$ cat src/rtl/mpmc12_burst_addr_gen.sv
`default_nettype none
// ============================================================================
// Module      : mpmc12_burst_addr_gen
// Description : Burst address generator for the multi-port memory controller
//               datapath. Latches a burst descriptor and steps a beat-aligned
//               address once per accepted beat (INCR, WRAP, FIXED).
// Revision    : 1.0 - initial release
// ============================================================================
module mpmc12_burst_addr_gen #(
    parameter int WID  = 256,
    parameter int AWID = 32
) (
    input  logic            clk,
    input  logic            rst,
    input  logic            start,
    input  logic [5:0]      burst_len,
    input  logic [1:0]      burst_type,
    input  logic [AWID-1:0] addr_base,
    input  logic            rdy,
    input  logic            abort,
    output logic [AWID-1:0] addr,
    output logic            addr_vld,
    output logic            last,
    output logic            busy,
    output logic            done
);

    // Bytes per beat and the number of address bits that address within a beat
    localparam int c_INC_AMT = WID / 8;
    localparam int c_LSB     = $clog2(c_INC_AMT);

    localparam logic [AWID-1:0] c_INC      = AWID'(c_INC_AMT);
    localparam logic [AWID-1:0] c_LSB_MASK = AWID'(c_INC_AMT - 1);

    // Controller states
    localparam logic [1:0] c_ST_IDLE = 2'd0;
    localparam logic [1:0] c_ST_RUN  = 2'd1;
    localparam logic [1:0] c_ST_DONE = 2'd2;

    // Resolved addressing mode for the burst in flight
    localparam logic [1:0] c_MODE_INCR  = 2'd0;
    localparam logic [1:0] c_MODE_WRAP  = 2'd1;
    localparam logic [1:0] c_MODE_FIXED = 2'd2;

    logic [1:0]      r_state;
    logic [1:0]      w_state_nxt;

    logic [AWID-1:0] r_addr;
    logic [5:0]      r_beat_cnt;
    logic [5:0]      r_len_q;
    logic [1:0]      r_mode;
    logic [AWID-1:0] r_mask;

    logic [6:0]      w_len_p1;
    logic            w_wrap_ok;
    logic [AWID-1:0] w_mask;
    logic [1:0]      w_mode;
    logic [AWID-1:0] w_base_aligned;
    logic [AWID-1:0] w_addr_inc;
    logic [AWID-1:0] w_addr_next;
    logic            w_last;

    // Descriptor decode: wrap is only honoured for power-of-two beat counts up
    // to 32; anything else falls back to incrementing, fixed for the burst.
    always_comb begin
        w_len_p1       = {1'b0, burst_len} + 7'd1;
        w_wrap_ok      = ((w_len_p1 & (w_len_p1 - 7'd1)) == 7'd0) && (w_len_p1 <= 7'd32);
        w_mask         = (AWID'(w_len_p1) << c_LSB) - AWID'(1);
        w_base_aligned = addr_base & ~c_LSB_MASK;
        case (burst_type)
            2'd1:    w_mode = w_wrap_ok ? c_MODE_WRAP : c_MODE_INCR;
            2'd2:    w_mode = c_MODE_FIXED;
            default: w_mode = c_MODE_INCR;
        endcase
    end

    // Next beat address; carry out of the MSB is dropped by the AWID-bit add
    always_comb begin
        w_addr_inc = r_addr + c_INC;
        case (r_mode)
            c_MODE_FIXED: w_addr_next = r_addr;
            c_MODE_WRAP:  w_addr_next = (r_addr & ~r_mask) | (w_addr_inc & r_mask);
            default:      w_addr_next = w_addr_inc;
        endcase
    end

    // Final-beat flag comes only from registered count/length
    assign w_last = (r_state == c_ST_RUN) && (r_beat_cnt == r_len_q);

    // State register
    always_ff @(posedge clk) begin
        if (rst) begin
            r_state <= c_ST_IDLE;
        end else begin
            r_state <= w_state_nxt;
        end
    end

    // Next-state logic; abort beats rdy, start is only looked at in IDLE
    always_comb begin
        w_state_nxt = r_state;
        case (r_state)
            c_ST_IDLE: begin
                if (start) begin
                    w_state_nxt = c_ST_RUN;
                end
            end
            c_ST_RUN: begin
                if (abort) begin
                    w_state_nxt = c_ST_IDLE;
                end else if (rdy && w_last) begin
                    w_state_nxt = c_ST_DONE;
                end
            end
            c_ST_DONE: begin
                w_state_nxt = c_ST_IDLE;
            end
            default: begin
                w_state_nxt = c_ST_IDLE;
            end
        endcase
    end

    // Descriptor capture and per-beat address/count stepping
    always_ff @(posedge clk) begin
        if (rst) begin
            r_addr     <= '0;
            r_beat_cnt <= '0;
            r_len_q    <= '0;
            r_mode     <= c_MODE_INCR;
            r_mask     <= '0;
        end else begin
            case (r_state)
                c_ST_IDLE: begin
                    if (start) begin
                        r_addr     <= w_base_aligned;
                        r_beat_cnt <= '0;
                        r_len_q    <= burst_len;
                        r_mode     <= w_mode;
                        r_mask     <= w_mask;
                    end
                end
                c_ST_RUN: begin
                    if (!abort && rdy && !w_last) begin
                        r_beat_cnt <= r_beat_cnt + 6'd1;
                        r_addr     <= w_addr_next;
                    end
                end
                default: begin
                end
            endcase
        end
    end

    // Output decode from registered state; address forced to zero when idle
    always_comb begin
        addr     = '0;
        addr_vld = 1'b0;
        busy     = 1'b0;
        done     = 1'b0;
        last     = w_last;
        case (r_state)
            c_ST_RUN: begin
                addr     = r_addr;
                addr_vld = 1'b1;
                busy     = 1'b1;
            end
            c_ST_DONE: begin
                addr     = r_addr;
                busy     = 1'b1;
                done     = 1'b1;
            end
            default: begin
            end
        endcase
    end

endmodule
`default_nettype wire

$ cat config.mk
export PLATFORM = sky130hd
export DESIGN_NAME = mpmc12_burst_addr_gen
export DESIGN_NICKNAME = d
export VERILOG_FILES = /design/src/rtl/mpmc12_burst_addr_gen.sv
export SDC_FILE = /design/constraint.sdc
export NUM_CORES = 1
export LEC_CHECK = 0
export CORE_ASPECT_RATIO = 0.75
export CORE_MARGIN = 1
export CORE_UTILIZATION = 53
export CTS_BUF_LIST = sky130_fd_sc_hd__clkbuf_4
export DETAILED_ROUTE_END_ITERATION = 8
export PLACE_DENSITY = 0.83
export SYNTH_ARGS = -nofsm -noshare
export SYNTH_HDL_FRONTEND = slang
export SYNTH_SLANG_ARGS = --single-unit
$ cat constraint.sdc
create_clock -name clk -period 2.89 [get_ports clk]
set_input_delay 0.4335 -clock clk [delete_from_list [all_inputs] [get_ports clk]]
set_output_delay 0.4335 -clock clk [all_outputs]
set_load 0.01 [all_outputs]
==> summary.txt, run 1 <==
Run status
  – Status: finished, violations left
  – Failing checks: DRC

Detailed routing
  – Vias: between 3k and 4k
  – 1st-pass router iterations: 9
  – DRC: 5
  – Routed WL: ~9.8 mm
  – Vias/cell: roughly 6.0
  – Routed len/inst: approximately 16 µm
  – Routed Antenna Nets: 0
  – DR iter-0 viols: ~330

Pwr
  – VDD IR-drop max: approximately 0.26 mV
  – Pwr Total: 2.17 mW
  – Pwr per Cell Area: 471 nW/µm²
  – P_leak: ~1.7 nW

Worst setup path
  – Reg2reg setup slack: roughly 0.45 ns
  – CP Launch Type: register
  – CP Capture Type: output pin
  – Critical Path RT: 2.46 ns
  – Crit path from: r_state[1]
  – Worst Setup EP: last
  – WS Path Type: reg -> out
  – Critical-path maximum fanout: 7
  – Crit path DAT: between 2 and 2.5 ns
  – Worst R2R Start: r_state[0]
  – Register-to-Register Path Depth: 8

Synthesis
  – Cell count after synthesis: around 480
  – Count leader, synth: dfxtp_1
  – Number of synthesized flops with an enable pin: 0
  – Commonest cells post-synth: dfxtp_1 (55), nand2_1 (49), a21oi_1 (42)
  – Share of flip-flops with an asynchronous set or reset: 0
  – Register bit total from synthesis: between 50 and 60
  – Register area share after synthesis: 0.299
  – Yosys top cell by area: dfxtp_1
  – Ys Warns: 0
  – Top_reg_cell synth: dfxtp_1
  – Avg Inst Size Synth: around 7.7 µm²
  – Syn nets: 540
  – Synth cell types: 62
  – Post-synth top area share: 0.299
  – Post-Syn Area: 3690 µm²
  – Top cells by area, synth: dfxtp_1 (30%), and2_1 (6.6%), a21oi_1 (5.7%), ha_1 (5.4%), nand2_1 (5.0%)

Placed design
  – HPWL Detailed: about 7.2 mm
  – Dpl cell area: between 4000 and 5000 µm²
  – DP Worst Slack: -0.0256 ns
  – IO buf count: 75
  – GPL Wtd Cong: 0.935

Floorplanning
  – Row cnt: 25
  – Core footprint: approximately 6500 µm²
  – Top-Level Pins: between 80 and 90
  – Die area: 7300 µm²
  – Initial Utilization: 0.567
  – DIE HEIGHT: between 70 and 80 µm
  – Chip width: 98.3 µm

Global route
  – Vias in the first global route: approximately 3.5k
  – Global router's overall resource usage: 0.274
  – Initial antenna violation count: 0
  – First-pass GRT wire length: approximately 16 mm
  – Gr ovfl total: 0
  – Pin count of the biggest net entering global routing: 38

STA
  – Crit path time final: approximately 2.7 ns
  – Final setup margin: ~0.19 ns
  – Worst Tran Pin Value: a little over 0.8 ns
  – Unrepaired setup endpoints after global routing: no
  – Clock Skew: 0.0244 ns
  – Final-report setup violation count: 0
  – Slew Limit Fails: 0
  – Slew headroom: 0.442
  – Setup TNS: 0 ns
  – Period utilisation layout: 0.935
  – Hold Vio Cnt, Final: 0
  – FMAX: roughly 0.37 GHz

CTS
  – CTS tree: built
  – Clock Latency Late Sink: between 0.3 and 0.4 ns
  – CTS max path bufs: 2
  – CTS sink cnt: 55
  – TritonCTS Buffers: 5
  – Hold_buf cts: 0
  – CTS clk-pin slew, worst paths: 0.17 ns
  – H-Tree Depth: 2
  – Root Driver: clkbuf_4

Hold path
  – Min-Delay Path Class: reg -> reg
  – Hold Path Stages: 2

Layout
  – Area grow syn2layout: 25.0%
  – Fillers: roughly 550
  – Diodes inserted: 0
  – Share of cells above drive strength 1: 0.0712
  – Nets: 608
  – Fin area: 4610 µm²

Flow run
  – MaxCap Viol Count: 0
==> kinds of logic (layout without fill, tap and decap cells) <==
logic type	count (synthesis)	count (layout)	share of synthesized area
xor+xnor	15	15	0.0356
buf+inv	47	116	0.0509
fa+ha+maj	16	16	0.0543
simple gates	221	221	0.337
flops	55	55	0.299
mux	1	1	0.00271
compound gates	124	124	0.222
==> through the flow <==
| stage | hold WS [ns] | utilization | std cells |
|---|---|---|---|
| after floorplan | 0.421 | - | 479 |
| after global placement | 0.434 | 0.695 | 621 |
| after detailed placement | 0.443 | 0.695 | 621 |
| after CTS | 0.480 | 0.708 | 629 |
| after global routing | 0.492 | 0.709 | 629 |
| final | 0.483 | 0.709 | 629 |
==> where the power goes <==
part | internal (mW) | leakage [nW] | switching, mW | total (mW)
logic | 0.339 | 1.19 | 0.429 | 0.768
registers | 0.840 | 0.449 | 0.108 | 0.949
clock network | 0.187 | 0.0458 | 0.270 | 0.457
total | 1.37 | 1.68 | 0.807 | 2.17
==> cell type report <==
type                    count  area, µm²  share of cell area
clock buffers               5       37.5             0.00814
clock inverters             3       47.5              0.0103
inverters                  19       71.3              0.0155
multi-input cells         377       2400               0.521
flip-flops and latches     55       1100               0.239
well taps                  81        101              0.0220
repair buffers             89        851               0.184
==> worst max-delay path, cell delays in order (launching register included) <==
cell and delay [ns]:
dfxtp_1 0.37, inv_1 0.10, ha_1 0.32, nand3_1 0.28
nor2_2 0.24, clkdlybuf4s50_1 0.57
==> cells in the final DEF (no fill, tap or decap), types with 4 or more instances in the layout <==
cell type / n
clkdlybuf4s50_1: 74
dfxtp_1: 55
nand2_1: 49
a21oi_1: 42
and2_1: 39
nor2_1: 31
inv_1: 19
ha_1: 16
nand3_1: 15
nor2b_1: 14
buf_4: 14
nor3_1: 13
o21ai_0: 12
xnor2_1: 9
o21ai_1: 9
nand2b_1: 7
o211ai_1: 7
o32ai_1: 6
xor2_1: 6
nand4_1: 6
a31oi_1: 6
a211oi_1: 6
nor3b_1: 6
o21bai_1: 6
or3_1: 5
nor4_1: 5
clkbuf_4: 5
nand3b_1: 4
a21o_1: 4
or4_1: 4
or2_2: 4
o41ai_1: 4
==> layer usage <==
metal / track usage / routed length, µm / up-vias
li1: - / - / 1860
met1: 0.370 / 4470 / 1753
met2: 0.458 / 4340 / 169
met3: 0.0470 / 826 / 18
met4: 0.0846 / 123 / 0
met5: 0 / 0 / -
==> how the worst min path moves through the flow <==
stage                     from         end  slack [ns]
floorplan            r_addr[0]   r_addr[0]        0.42
global placement     r_addr[2]   r_addr[2]        0.43
detailed placement   r_addr[1]   r_addr[1]        0.44
CTS                  r_addr[1]   r_addr[1]        0.48
global route         r_addr[1]   r_addr[1]        0.49
finish              r_len_q[2]  r_len_q[2]        0.48
==> timing repair <==
action                     CTS  global route
setup endpoints to repair    0             1
resized for setup            0             1
setup buffers                0             0
Power figures use the tool's default switching activity.
==> run 2: changes to the inputs <==
--- a/config.mk
+++ b/config.mk
@@ -5,7 +5,6 @@
 export SDC_FILE = /design/constraint.sdc
 export NUM_CORES = 1
 export LEC_CHECK = 0
-export CORE_ASPECT_RATIO = 0.75
 export CORE_MARGIN = 1
 export CORE_UTILIZATION = 53
 export CTS_BUF_LIST = sky130_fd_sc_hd__clkbuf_4
==> run 2 against run 1 <==
The run now ends clean. Register-to-register slack gained 0.08 ns. Critical path depth shrank 1. Combinational power shrank 0.9%. Global-route usage shrank 1.9 points. Via count shrank 1.1%. Clock power shrank 6.6%. Design area shrank 0.43%.
==> summary.txt, run 2 (synthesis results as in run 1) <==
Floorplanning
  – DIE HEIGHT: 85.4 µm
  – Top-Level Pins: 81
  – Chip width: around 85 µm
  – Row cnt: 30
  – Core footprint: roughly 6800 µm²
  – Initial Utilization: 0.546
  – Die area: 7300 µm²

Layout
  – Nets: about 610
  – Most frequent cells in the layout: clkdlybuf4s50_1 (74), dfxtp_1 (55), nand2_1 (49), a21oi_1 (42), and2_1 (39)
  – Leading cell type in the layout, fill and taps excluded: clkdlybuf4s50_1
  – Multi-input gate area: ~2400 µm²
  – Area grow syn2layout: 24.5%
  – Final core utilization: 0.680
  – Diodes inserted: 0
  – Fillers: 583
  – Share of cells above drive strength 1: 0.0658
  – Sequential Area: ~1100 µm²

CTS
  – Root Driver: clkbuf_4
  – Post-CTS setup repair buffer count: 0
  – CTS max path bufs: 2
  – TritonCTS Buffers: 5
  – Hold_buf cts: 0
  – CTS tree: built
  – CTS clk-pin slew, worst paths: ~0.15 ns
  – # resized after CTS: 0
  – CTS sink cnt: 55
  – Clock Latency Late Sink: 0.39 ns
  – H-Tree Depth: 2

STA
  – Unrepaired setup endpoints after global routing: no
  – Crit path time final: between 2 and 3 ns
  – Clock Skew: between 0.015 and 0.02 ns
  – Slew Limit Fails: 0
  – Hold Vio Cnt, Final: 0
  – Final setup margin: between 0.2 and 0.25 ns
  – Period utilisation layout: 0.922
  – Worst Tran Pin Value: roughly 1 ns
  – Final-report setup violation count: 0
  – Slew headroom: 0.339
  – FMAX: about 0.38 GHz

Worst setup path
  – Critical-path maximum fanout: 7
  – CP Launch Type: register
  – CP Cell Sequence: xnor2_1 > nand4_1 > nor2_1 > clkdlybuf4s50_1
  – Top delay family on crit path: simple AND/OR/NAND/NOR gates
  – Critical path's slowest cell: clkdlybuf4s50_1
  – Critical Path RT: 2.46 ns
  – CP Capture Type: output pin
  – WS Path Type: reg -> out
  – Crit path DAT: around 2.2 ns
  – Max incr delay on CP: roughly 0.6 ns
  – CP bufs+invs: 1

Global route
  – Vias in the first global route: 3285
  – Global router's overall resource usage: 0.255
  – Initial antenna violation count: 0
  – First-pass GRT wire length: about 15 mm
  – Gr ovfl total: 0
  – Pin count of the biggest net entering global routing: 57

Detailed routing
  – Vias: about 3.8k
  – 1st-pass router iterations: 4
  – DRC: 0
  – Routed len/inst: 15.1 µm
  – Routed WL: around 9.4 mm
  – DR iter-0 viols: around 240
  – Routed Antenna Nets: 0
  – Vias/cell: between 5 and 6

Placed design
  – DP Worst Slack: -0.0227 ns
  – GPL Wtd Cong: around 0.86
  – HPWL Detailed: 6.88 mm
  – IO buf count: 75

Pwr
  – Pwr per Cell Area: about 470 nW/µm²
  – P_leak: about 1.7 nW
  – VDD IR-drop max: a little over 0.2 mV

Hold path
  – Min-Delay Path Class: reg -> reg

Run status
  – Status: completed

Flow run
  – MaxCap Viol Count: 0
==> run 2: path summary, 6_finish.rpt <==
| kind | startpoint | endpoint | slack (ns) | cells past startpoint |
|---|---|---|---|---|
| worst max-delay path | r_beat_cnt[2] | last | 0.23 | 4 |
| worst min register to register | r_addr[1] | r_addr[1] | 0.47 | 1 |
| worst max register to register | r_state[0] | register | 0.53 | 8 |
| worst min-delay path | r_addr[1] | r_addr[1] | 0.47 | 1 |
==> run 2: power by group <==
group	internal, mW	switching (mW)
Combinational	0.337	0.424
Sequential	0.840	0.107
Clock	0.178	0.248
Total	1.36	0.779
==> run 2: worst reg2reg max path: cells and delay by family, from the launching register on <==
family | cells | cell delay [ns]
compound gates | 3 | 1.03
flops | 1 | 0.39
buf+inv | 2 | 0.32
simple gates | 2 | 0.27
fa+ha+maj | 1 | 0.24
==> run 2: stage by stage <==
step	total power, mW	instances	area, µm²	hold WS [ns]	setup TNS [ns]
finish	2.14	627	4590	0.466	0
global route	2.26	627	4590	0.499	0
CTS	2.13	627	4590	0.475	0
detailed placement	1.71	619	4520	0.435	-0.0227
global placement	1.69	619	4520	0.433	0
floorplan	1.44	479	3690	0.421	0
==> run 2: cell type report <==
| type | count | share of cell area |
|---|---|---|
| Multi-Input combinational cell | 377 | 0.523 |
| Sequential cell | 55 | 0.240 |
| Timing Repair Buffer | 88 | 0.184 |
| Tap cell | 80 | 0.0218 |
| Inverter | 19 | 0.0155 |
| Clock inverter | 3 | 0.00845 |
| Clock buffer | 5 | 0.00817 |
==> run 2: per-layer routing <==
metal	global-route usage	vias to the layer above	part of all wire
met5	0	-	0
met4	0.0818	0	0.013
met1	0.349	1753	0.46
li1	-	1856	-
met3	0.0350	13	0.051
met2	0.417	138	0.47
==> run 3: changes to the inputs <==
--- a/config.mk
+++ b/config.mk
@@ -10,6 +10,7 @@
 export CTS_BUF_LIST = sky130_fd_sc_hd__clkbuf_4
 export DETAILED_ROUTE_END_ITERATION = 8
 export PLACE_DENSITY = 0.83
+export REMOVE_ABC_BUFFERS = 1
 export SYNTH_ARGS = -nofsm -noshare
 export SYNTH_HDL_FRONTEND = slang
 export SYNTH_SLANG_ARGS = --single-unit
==> run 3 against run 2 <==
Routed wire length is 3.7% lower. Critical path type unchanged. Fmax is 0.95% lower. First-iteration DRC count is 33% lower. Sequential power hardly changed. Register-to-register slack better by 0.04 ns. Combinational power is 2% lower. Cell count stayed put. Worst setup slack worse by 0.026 ns. Worst hold slack better by 0.0056 ns.
==> summary.txt, run 3 (synthesis results as in run 1) <==
Run status
  – Status: completed

Layout
  – Leading cell type in the layout, fill and taps excluded: clkdlybuf4s50_1
  – Most frequent cells in the layout: clkdlybuf4s50_1 (74), dfxtp_1 (55), nand2_1 (49), a21oi_1 (42), and2_1 (39)
  – Area grow syn2layout: 23.8%
  – Share of cells above drive strength 1: 0.0640
  – Nets: just over 600
  – Diodes inserted: 0

Worst setup path
  – WS Path Type: reg -> out
  – CP Cell Sequence: inv_1 > ha_1 > nand3_1 > nor2_1 > clkdlybuf4s50_1
  – Max incr delay on CP: 0.58 ns
  – Critical-path maximum fanout: 7
  – Critical Path RT: 2.46 ns
  – CP Launch Type: register
  – Worst R2R Start: r_state[1]
  – Crit path DAT: 2.26 ns
  – Critical path's slowest cell: clkdlybuf4s50_1
  – Crit path from: r_state[1]
  – CP Capture Type: output pin

Floorplanning
  – Chip width: ~85 µm
  – Initial Utilization: 0.546
  – DIE HEIGHT: about 85 µm
  – Die area: between 7000 and 8000 µm²
  – Core footprint: ~6800 µm²
  – Row cnt: 30
  – Top-Level Pins: a little over 80

Global route
  – Vias in the first global route: roughly 3.5k
  – Gr ovfl total: 0
  – Initial antenna violation count: 0
  – First-pass GRT wire length: approximately 15 mm
  – Pin count of the biggest net entering global routing: 35
  – Global router's overall resource usage: 0.256

Placed design
  – HPWL Detailed: around 6.6 mm
  – IO buf count: between 70 and 80
  – GPL Wtd Cong: about 0.86
  – DP Worst Slack: -0.00154 ns

CTS
  – TritonCTS Buffers: 5
  – Root Driver: clkbuf_4
  – Post-CTS setup repair buffer count: 0
  – CTS tree: built
  – CTS max path bufs: 2
  – CTS sink cnt: 55
  – H-Tree Depth: 2
  – # resized after CTS: 0
  – Clock Latency Late Sink: about 0.38 ns
  – Hold_buf cts: 0
  – CTS clk-pin slew, worst paths: ~0.16 ns

STA
  – Final setup margin: between 0.2 and 0.25 ns
  – Crit path time final: roughly 2.7 ns
  – Final-report setup violation count: 0
  – Period utilisation layout: 0.930
  – Worst Tran Pin Value: approximately 0.79 ns
  – Hold Vio Cnt, Final: 0
  – Slew Limit Fails: 0
  – Setup TNS: 0 ns
  – FMAX: approximately 0.37 GHz
  – Clock Skew: ~0.018 ns
  – Slew headroom: 0.470
  – Unrepaired setup endpoints after global routing: no

Pwr
  – Pwr Total: 2.04 mW
  – Pwr per Cell Area: around 450 nW/µm²
  – P_leak: about 1.7 nW
  – VDD IR-drop max: 0.218 mV

Hold path
  – Min-Delay Path Class: reg -> reg
  – Min-delay src: r_addr[3]

Detailed routing
  – DRC: 0
  – 1st-pass router iterations: 5
  – Vias: 3698
  – DR iter-0 viols: between 150 and 200
  – Routed Antenna Nets: 0
  – Routed WL: roughly 9.1 mm
  – Routed len/inst: between 10 and 15 µm
  – Vias/cell: between 5 and 6

Flow run
  – MaxCap Viol Count: 0
-- run 3: final cells by class --
| class | instances | area, µm² |
|---|---|---|
| well taps | 80 | 100 |
| clock inverters | 2 | 7.51 |
| flip-flops and latches | 55 | 1100 |
| repair buffers | 88 | 843 |
| multi-input cells | 377 | 2400 |
| clock buffers | 6 | 45.0 |
| inverters | 19 | 71.3 |
| fillers | 576 | 2190 |
-- run 3: report_power, final --
part | internal, mW | switching, mW
sequential | 0.840 | 0.104
combinational | 0.334 | 0.416
clock | 0.100 | 0.244
total | 1.27 | 0.764
-- run 3: stage by stage --
step / utilization / hold slack [ns] / cells / instance area [µm²]
after floorplan: - / 0.421 / 451 / 3570
after global placement: 0.668 / 0.433 / 619 / 4520
after detailed placement: 0.668 / 0.439 / 619 / 4520
after CTS: 0.676 / 0.477 / 627 / 4570
after global routing: 0.676 / 0.492 / 627 / 4570
final: 0.676 / 0.472 / 627 / 4570
-- run 3: final timing paths --
| path | endpoint | slack [ns] | depth (start not counted) |
|---|---|---|---|
| setup / recovery | last | 0.20 | 5 |
| hold / removal | r_addr[3] | 0.47 | 1 |
| setup reg to reg | register | 0.57 | 8 |
| hold reg to reg | r_addr[3] | 0.47 | 1 |
-- run 3: layer usage --
metal  GRT usage  share of wire  vias to the layer above
met5           0              0                        -
met4       0.100          0.019                        0
met3      0.0447          0.056                       22
met2       0.439           0.47                      119
met1       0.319           0.46                     1700
li1            -              -                     1857
-- run 3: worst max-delay path: cells and delay by family (launching register included) --
kind,cells,cell delay [ns]
adders and majority gates,1,0.26
buffers and inverters,2,0.68
DFF,1,0.37
and+or+nand+nor,2,0.56
